### config.mk
export PLATFORM = sky130hd
export DESIGN_NAME = fifo_wr_arb_flat
export DESIGN_NICKNAME = d
export VERILOG_FILES = /design/src/rtl/fifo_wr_arb_if.sv /design/src/rtl/fifo_wr_arb.sv /design/src/flat_wrapper.sv
export SDC_FILE = /design/constraint.sdc
export NUM_CORES = 1
export LEC_CHECK = 0
export BUFFER_PORTS_ARGS = -buffer_cell sky130_fd_sc_hd__buf_4
export CAP_MARGIN = 5
export CORE_UTILIZATION = 41
export CTS_CLUSTER_DIAMETER = 40
export DETAILED_ROUTE_END_ITERATION = 10
export GPL_TIMING_DRIVEN = 0
export PLACE_DENSITY = 0.75
export SYNTH_ARGS = -nofsm -noshare
export SYNTH_HDL_FRONTEND = slang
export SYNTH_SLANG_ARGS = --single-unit
export TNS_END_PERCENT = 20
### constraint.sdc
create_clock -name clk -period 2.9 [get_ports clk]
set_input_delay 0.29 -clock clk [delete_from_list [all_inputs] [get_ports clk]]
set_output_delay 0.29 -clock clk [all_outputs]
set_load 0.01 [all_outputs]
### src/rtl/fifo_wr_arb_if.sv
// Handshake bundle between the requesters, the write-port arbiter and the
// FIFO write side. The arbiter connects through the slave modport.
interface fifo_wr_arb_if #(
   parameter int NREQ  = 4,
   parameter int DSIZE = 8,
   parameter int IDW   = $clog2(NREQ)
);
   logic [NREQ-1:0]       req;
   logic [NREQ*DSIZE-1:0] req_wdata;
   logic [NREQ-1:0]       gnt;
   logic [NREQ-1:0]       ack;
   logic [IDW-1:0]        gnt_id;
   logic                  busy;
   logic [DSIZE-1:0]      fifo_wdata;
   logic                  fifo_winc;
   logic                  fifo_wfull;

   // requester / FIFO environment side
   modport master (
      output req, req_wdata, fifo_wfull,
      input  gnt, ack, gnt_id, busy, fifo_wdata, fifo_winc
   );

   // arbiter side
   modport slave (
      input  req, req_wdata, fifo_wfull,
      output gnt, ack, gnt_id, busy, fifo_wdata, fifo_winc
   );
endinterface

### src/rtl/fifo_wr_arb.sv
// Round-robin arbiter that shares one FIFO write port among NREQ requesters.
// A winner owns the port for up to BURST words, then the search pointer moves
// past it so every requester gets a turn.
module fifo_wr_arb #(
   parameter int NREQ  = 4,
   parameter int DSIZE = 8,
   parameter int BURST = 4,
   parameter int IDW   = $clog2(NREQ)
) (
   input  logic          clk,
   input  logic          rst_n,
   fifo_wr_arb_if.slave  bus
);
   typedef enum logic {ST_IDLE, ST_BURST} state_e;

   state_e            state_q, state_d;
   logic [IDW-1:0]    owner_q, owner_d;
   logic [IDW-1:0]    ptr_q, ptr_d;
   logic [3:0]        cnt_q, cnt_d;
   logic [NREQ-1:0]   gnt_q, gnt_d;
   logic [IDW-1:0]    winner;
   logic              any_req;
   logic              own_req;
   logic              busy;
   logic              winc;

   // Round-robin pick: first set request at or after ptr, wrapping mod NREQ.
   // Scanning from the far end lets the nearest hit overwrite the others.
   always_comb begin
      logic [IDW-1:0] idx;
      idx     = '0;
      winner  = ptr_q;
      any_req = |bus.req;
      for (int k = NREQ - 1; k >= 0; k--) begin
         idx = IDW'((int'(ptr_q) + k) % NREQ);
         if (bus.req[idx]) winner = idx;
      end
   end

   assign busy    = (state_q == ST_BURST);
   assign own_req = bus.req[owner_q];
   // rst_n gates the strobe so a reset edge never doubles as a FIFO write.
   assign winc    = busy & own_req & ~bus.fifo_wfull & rst_n;

   assign bus.busy       = busy;
   assign bus.gnt        = gnt_q;
   assign bus.gnt_id     = owner_q;
   assign bus.fifo_winc  = winc;
   assign bus.ack        = winc ? gnt_q : '0;
   assign bus.fifo_wdata = busy ? bus.req_wdata[int'(owner_q)*DSIZE +: DSIZE] : '0;

   // Next-state: grant from IDLE, count words in BURST, release on full burst
   // or when the owner drops its request (no write in that cycle).
   always_comb begin
      state_d = state_q;
      owner_d = owner_q;
      ptr_d   = ptr_q;
      cnt_d   = cnt_q;
      gnt_d   = gnt_q;
      case (state_q)
         ST_IDLE: begin
            if (any_req) begin
               owner_d = winner;
               gnt_d   = NREQ'(1) << winner;
               cnt_d   = '0;
               state_d = ST_BURST;
            end
         end
         ST_BURST: begin
            if (!own_req || (winc && cnt_q == 4'(BURST - 1))) begin
               state_d = ST_IDLE;
               gnt_d   = '0;
               ptr_d   = (owner_q == IDW'(NREQ - 1)) ? '0 : owner_q + 1'b1;
            end else if (winc) begin
               cnt_d = cnt_q + 4'd1;
            end
         end
         default: state_d = ST_IDLE;
      endcase
   end

   // State registers with synchronous active-low reset.
   always_ff @(posedge clk) begin
      if (!rst_n) begin
         state_q <= ST_IDLE;
         owner_q <= '0;
         ptr_q   <= '0;
         cnt_q   <= '0;
         gnt_q   <= '0;
      end else begin
         state_q <= state_d;
         owner_q <= owner_d;
         ptr_q   <= ptr_d;
         cnt_q   <= cnt_d;
         gnt_q   <= gnt_d;
      end
   end
endmodule

### src/flat_wrapper.sv
// flat-port wrapper written by rule: the top's interface ports become plain ports
module fifo_wr_arb_flat 
#(
   parameter int NREQ  = 4,
   parameter int DSIZE = 8,
   parameter int BURST = 4,
   parameter int IDW   = $clog2(NREQ)
)
  (clk, rst_n, bus_req, bus_req_wdata, bus_fifo_wfull, bus_gnt, bus_ack, bus_gnt_id, bus_busy, bus_fifo_wdata, bus_fifo_winc);
  fifo_wr_arb_if #(.NREQ(NREQ), .DSIZE(DSIZE), .IDW(IDW)) bus_i ();
  input  logic clk;
  input  logic rst_n;
  input wire logic [$bits(bus_i.req)-1:0] bus_req;
  input wire logic [$bits(bus_i.req_wdata)-1:0] bus_req_wdata;
  input wire logic [$bits(bus_i.fifo_wfull)-1:0] bus_fifo_wfull;
  output wire logic [$bits(bus_i.gnt)-1:0] bus_gnt;
  output wire logic [$bits(bus_i.ack)-1:0] bus_ack;
  output wire logic [$bits(bus_i.gnt_id)-1:0] bus_gnt_id;
  output wire logic [$bits(bus_i.busy)-1:0] bus_busy;
  output wire logic [$bits(bus_i.fifo_wdata)-1:0] bus_fifo_wdata;
  output wire logic [$bits(bus_i.fifo_winc)-1:0] bus_fifo_winc;
  assign bus_i.req = bus_req;
  assign bus_i.req_wdata = bus_req_wdata;
  assign bus_i.fifo_wfull = bus_fifo_wfull;
  assign bus_gnt = bus_i.gnt;
  assign bus_ack = bus_i.ack;
  assign bus_gnt_id = bus_i.gnt_id;
  assign bus_busy = bus_i.busy;
  assign bus_fifo_wdata = bus_i.fifo_wdata;
  assign bus_fifo_winc = bus_i.fifo_winc;
  fifo_wr_arb #(.NREQ(NREQ), .DSIZE(DSIZE), .BURST(BURST), .IDW(IDW)) u_core (.clk(clk), .rst_n(rst_n), .bus(bus_i));
endmodule
# == After elaboration in Yosys (flattened, before gate mapping) ==
# Cells that the tools add are included.
# word_totals
wordCells,63
out_inout_bits,20
input_bits,39
ff_bits,13
# classes
reduce_logical,8
bitwise,5
add_sub_neg,5
mux,27
eq_ne,6
n_shift,2
magnitude_cmp,5
# ops
cell,n
indexed part select 32 x 6 -> 8 bit,1
2-to-1 mux 4 bit,6
one-hot mux 4 bit (2 select lines),2
"less-than comparator 2 x 3 -> 1 bit, second input constant",5
binary-select mux 1 bit (select 2 bit),5
2-to-1 mux 2 bit,5
2-to-1 mux 8 bit,1
2-to-1 mux 1 bit,7
"inequality test 2 bit, second input constant",3
AND reduction 2 bit,3
"adder 2 x 1 -> 2 bit, second input constant",2
"adder 2 bit, second input constant",2
"adder 4 x 1 -> 4 bit, second input constant",1
"equality test 4 x 2 -> 1 bit, second input constant",1
OR reduction 4 bit,1
"left shift 1 x 2 -> 4 bit, first input constant",1
bitwise AND 1 bit,3
AND reduction 3 bit,1
"equality test 2 bit, second input constant",1
"inequality test 2 x 1 -> 1 bit, second input constant",1
NOT 1 bit,2
one-hot mux 1 bit (2 select lines),1
logical AND 1 bit,1
logical NOT 1 bit,1
logical OR 1 bit,1

# == Longest topological paths before layout ==
# depth
word_depth,10
mapped_depth,5
depth_no_buf,5

# == Least setup slack after synthesis ==
# OpenSTA, ideal clock, no wires.
# synth_path
path_kind,register to output
start,register u_core.owner_q[1] (netlist: u_core.bus.gnt_id[1])
end,output port bus_ack[0]
setup_slack_ns,1.059
required_time_ns,2.610
arrival_time_ns,1.551
n_path_buf,1
path_stages_with_launch,5
cell_sequence,dfxtp_1 buf_6 mux4_2 and3_2 and2_1
# synth_between
elab_chain_cells,6
# synth_lines
item,line_no,rtl
start: declaration,fifo_wr_arb.sv:17,"logic [IDW-1:0] owner_q, owner_d;"
start signal: assignment,fifo_wr_arb.sv:92,owner_q <= owner_d;
binary-select mux 1 bit (select 2 bit),fifo_wr_arb.sv:41,assign own_req = bus.req[owner_q];
2-to-1 mux 1 bit (not written as such),fifo_wr_arb.sv:41,
bitwise AND 1 bit (3 in a row),fifo_wr_arb.sv:43,assign winc = busy & own_req & ~bus.fifo_wfull & rst_n;
named net bus_fifo_winc,flat_wrapper.sv:21,output wire logic [$bits(bus_i.fifo_winc)-1:0] bus_fifo_winc;
2-to-1 mux 4 bit,fifo_wr_arb.sv:49,assign bus.ack = winc ? gnt_q : '0;
end: declaration,flat_wrapper.sv:17,output wire logic [$bits(bus_i.ack)-1:0] bus_ack;
# The timed path passes the listed nets, and every way through them passes these cells. The select of a mux whose other input is x is not followed.

# == Final worst setup path ==
# layout_path
start,register u_core.owner_q[1] (netlist: u_core.bus.gnt_id[1])
end,output port bus_ack[0]
# layout_between
elab_chain_cells,6
# layout_lines
item,line_no
binary-select mux 1 bit (select 2 bit),fifo_wr_arb.sv:41
2-to-1 mux 1 bit (not written as such),fifo_wr_arb.sv:41
bitwise AND 1 bit (3 in a row),fifo_wr_arb.sv:43
2-to-1 mux 4 bit,fifo_wr_arb.sv:49
# No other way between the ends. The select of a mux whose other input is x is not followed.

==> impl_metrics.py <==
metrics = {
    "detailed_routing": {
        "drc": 0,
        "top_layer": "met4",
        "drtPass1Iterations": 4,
        "wl_per_cell_um": 15.0,
        "met1_length_um": 1170,
        "ant_nets": 0,
        "vias": 1170,
        "met3_length_um": 165,
        "viasPerCell": 5.76,
        "drtIter0Drc": 26,
        "routed_wl_um": 3040,
        "wl_met2_um": 1670,
    },
    "status": {
        "status": "finished clean",
    },
    "logic_synthesis": {
        "async_reset_ff_frac": 0,
        "ys_seq_area_frac": 0.245,
        "synth_ff_type": "dfxtp_1",
        "synth_edf_count": 0,
        "synth_area_um2": 1060,
        "ys_types": 39,
        "ys_ff_latch": 13,
        "synth_area_per_cell_um2": 9.58,
        "syn-num-nets": 152,
        "syn_inst": 111,
        "synth_warnings": 0,
    },
    "global_route": {
        "grt_max_degree": 11,
        "grt_overflow_total": 0,
        "grt_pass1_wl_um": 4590,
        "antenna_found_initial": 0,
        "grt_pass1_vias": 1043,
        "grtUsageTotal": 0.228,
    },
    "sta": {
        "fin_skew_ps": 13.0,
        "rsz0062_at_grt": "no",
        "fmax_mhz": 436,
        "hold_ws_ps": 423,
        "hold_viol": 0,
        "slew_violations": 0,
        "setup-tns-final_ps": 0,
        "period_needed_ps": 2300,
        "tightest_slew_ps": 430,
        "slew_headroom": 0.711,
        "finalSetupViolCount": 0,
        "fin_crit_sh": 0.792,
    },
    "power": {
        "p_per_area_nw_per_um2": 327,
        "max-vdd-ir-drop_v": 0.000332,
        "switching_share": 0.313,
        "seqPwrFrac": 0.389,
        "pwr-share-comb": 0.385,
        "p_int_mw": 0.351,
        "leakage_nw": 0.727,
        "p_sw_mw": 0.160,
        "p_clk_frac": 0.226,
    },
    "worst_setup_path": {
        "worstPathMaxFanout": 10,
        "cp_data_required_time_ps": 2610,
        "worst_path_largest_cell_delay_ps": 590,
        "critical-path-top-delay-family": "multiplexers",
        "crit_type": "flop to output pin",
        "regToRegSetupSlack_ps": 1150,
        "critPathLaunchType": "flop",
        "critPathSlowestCell": "mux4_2",
        "end_kind": "output pin",
        "crit_chain": "buf_6, mux4_2, and3_2, and2_1, buf_4",
        "worst-path-stages": 5,
        "r2r.worst_path.cells": 5,
        "critPathArrivalTime_ps": 2010,
        "cp_num_buf_inv": 2,
    },
    "final_layout": {
        "area_growth_pct": 47.1,
        "num-nets-final": 215,
        "final_cell_mix": "buf_4, and2_1, dfxtp_1, mux4_1, nor2_1",
        "num_antenna_cells": 0,
        "fillers": 214,
        "final_cell_area_um2": 1560,
        "final_layout_size_suffix_gt1_frac": 0.410,
        "final_common_cell": "buf_4",
    },
    "cts": {
        "htree_levels": 1,
        "cts_root_buf": "clkbuf_4",
        "cts_setup_buffers": 0,
        "worst_skew_pair.late_latency_ps": 290,
        "cts_tree": "yes",
        "cts_hold_buf": 0,
        "clkTransAtPathRegs_ps": 90,
        "post_cts_resized": 0,
        "clock-sinks": 13,
        "numCtsBuffers": 3,
        "clock_path_buffers": 2,
    },
    "floorplanning": {
        "die-area_um2": 2800,
        "fp-row-count": 18,
        "die_y_um": 52.9,
        "io_pins": 59,
        "core_area_um2": 2450,
        "initial_utilization": 0.433,
        "fp.dieW_um": 52.9,
    },
    "placement": {
        "portBuffers": 58,
        "place_hpwl_um": 2450,
        "dpl_cell_area_um2": 1540,
        "gp_congestion": 0.821,
    },
    "hold_path": {
        "hold_depth": 3,
        "hold_class": "input pin to flop",
    },
    "run": {
        "cap_violations": 0,
    },
}
## per-stage QoR
stage / std cells / power [mW] / worst slack, ps / util
floorplan: 111 / 0.307 / 1060 / -
global placement: 199 / 0.392 / 966 / 0.626
detailed placement: 199 / 0.398 / 944 / 0.626
CTS: 203 / 0.513 / 616 / 0.637
global route: 203 / 0.542 / 552 / 0.637
finish: 203 / 0.511 / 605 / 0.637
## tightest hold or removal path, stage by stage
cell      delay (ps)
buf_4            120
o221ai_1         140
a21oi_1          130
## logic make-up after synthesis
group | after synthesis | synth area share
buffers and inverters | 11 | 0.0471
DFF | 13 | 0.245
and+or+nand+nor | 46 | 0.249
xor gates and xnor gates | 1 | 0.00824
adders and majority gates | 2 | 0.0235
muxes | 12 | 0.247
AOI/OAI and AO/OA | 26 | 0.180
## layer usage
metal	vias up	track usage
met4	0	0.0482
met5	-	0
li1	556	-
met2	34	0.414
met3	4	0.0690
met1	576	0.259
## registers in the layout, indices dropped and copies added, names as in the netlist
register           count
u_core.bus.gnt         4
u_core.ptr_q           2
u_core.bus.busy        1
u_core.bus.gnt_id      2
u_core.cnt_q           4
## synthesized netlist by cell type, types with 2 or more instances
cell type	number	area [um^2]
ha_1	2	25.0
o21ai_0	6	30.0
nor2b_1	4	25.0
nand4_1	3	18.8
and2_1	13	81.3
nor2_1	7	26.3
nand2_1	6	22.5
nand2b_1	2	12.5
mux4_1	8	210
clkbuf_1	5	18.8
dfxtp_1	13	260
a21oi_1	5	25.0
nand3_1	3	15.0
inv_1	3	11.3
a32o_1	5	50.1
mux2i_1	3	30.0
## power groups by stage
stage,Clock [mW],Sequential [mW],Combinational (mW)
6_report,0.116,0.199,0.197
5_1_grt,0.131,0.200,0.211
4_1_cts,0.119,0.199,0.196
3_5_place_dp,0,0.203,0.195
3_3_place_gp,0,0.202,0.189
2_1_floorplan,0,0.204,0.103
## layout make-up
| type | instances | area, um^2 | share of cell area |
|---|---|---|---|
| timing repair buffer | 58 | 435 | 0.278 |
| multi-input combinational | 87 | 753 | 0.482 |
| inverter | 4 | 15.0 | 0.00960 |
| tap | 30 | 37.5 | 0.0240 |
| clock inverter | 1 | 5.00 | 0.00320 |
| sequential | 13 | 260 | 0.166 |
| buffer | 7 | 35.0 | 0.0224 |
| clock buffer | 3 | 22.5 | 0.0144 |
## path summary, 6_finish.rpt
check	from	to
setup / recovery	u_core.bus.gnt_id[1]$_SDFFE_PN0P_	bus_ack[0]
hold / removal	bus_req[3]	u_core.bus.gnt_id[1]$_SDFFE_PN0P_
setup reg to reg	u_core.bus.gnt_id[1]$_SDFFE_PN0P_	u_core.bus.gnt[0]$_SDFFE_PN0P_
hold reg to reg	u_core.cnt_q[3]$_SDFFE_PN0P_	u_core.cnt_q[2]$_SDFFE_PN0P_
Note: power is estimated with default switching activity, not from simulation.
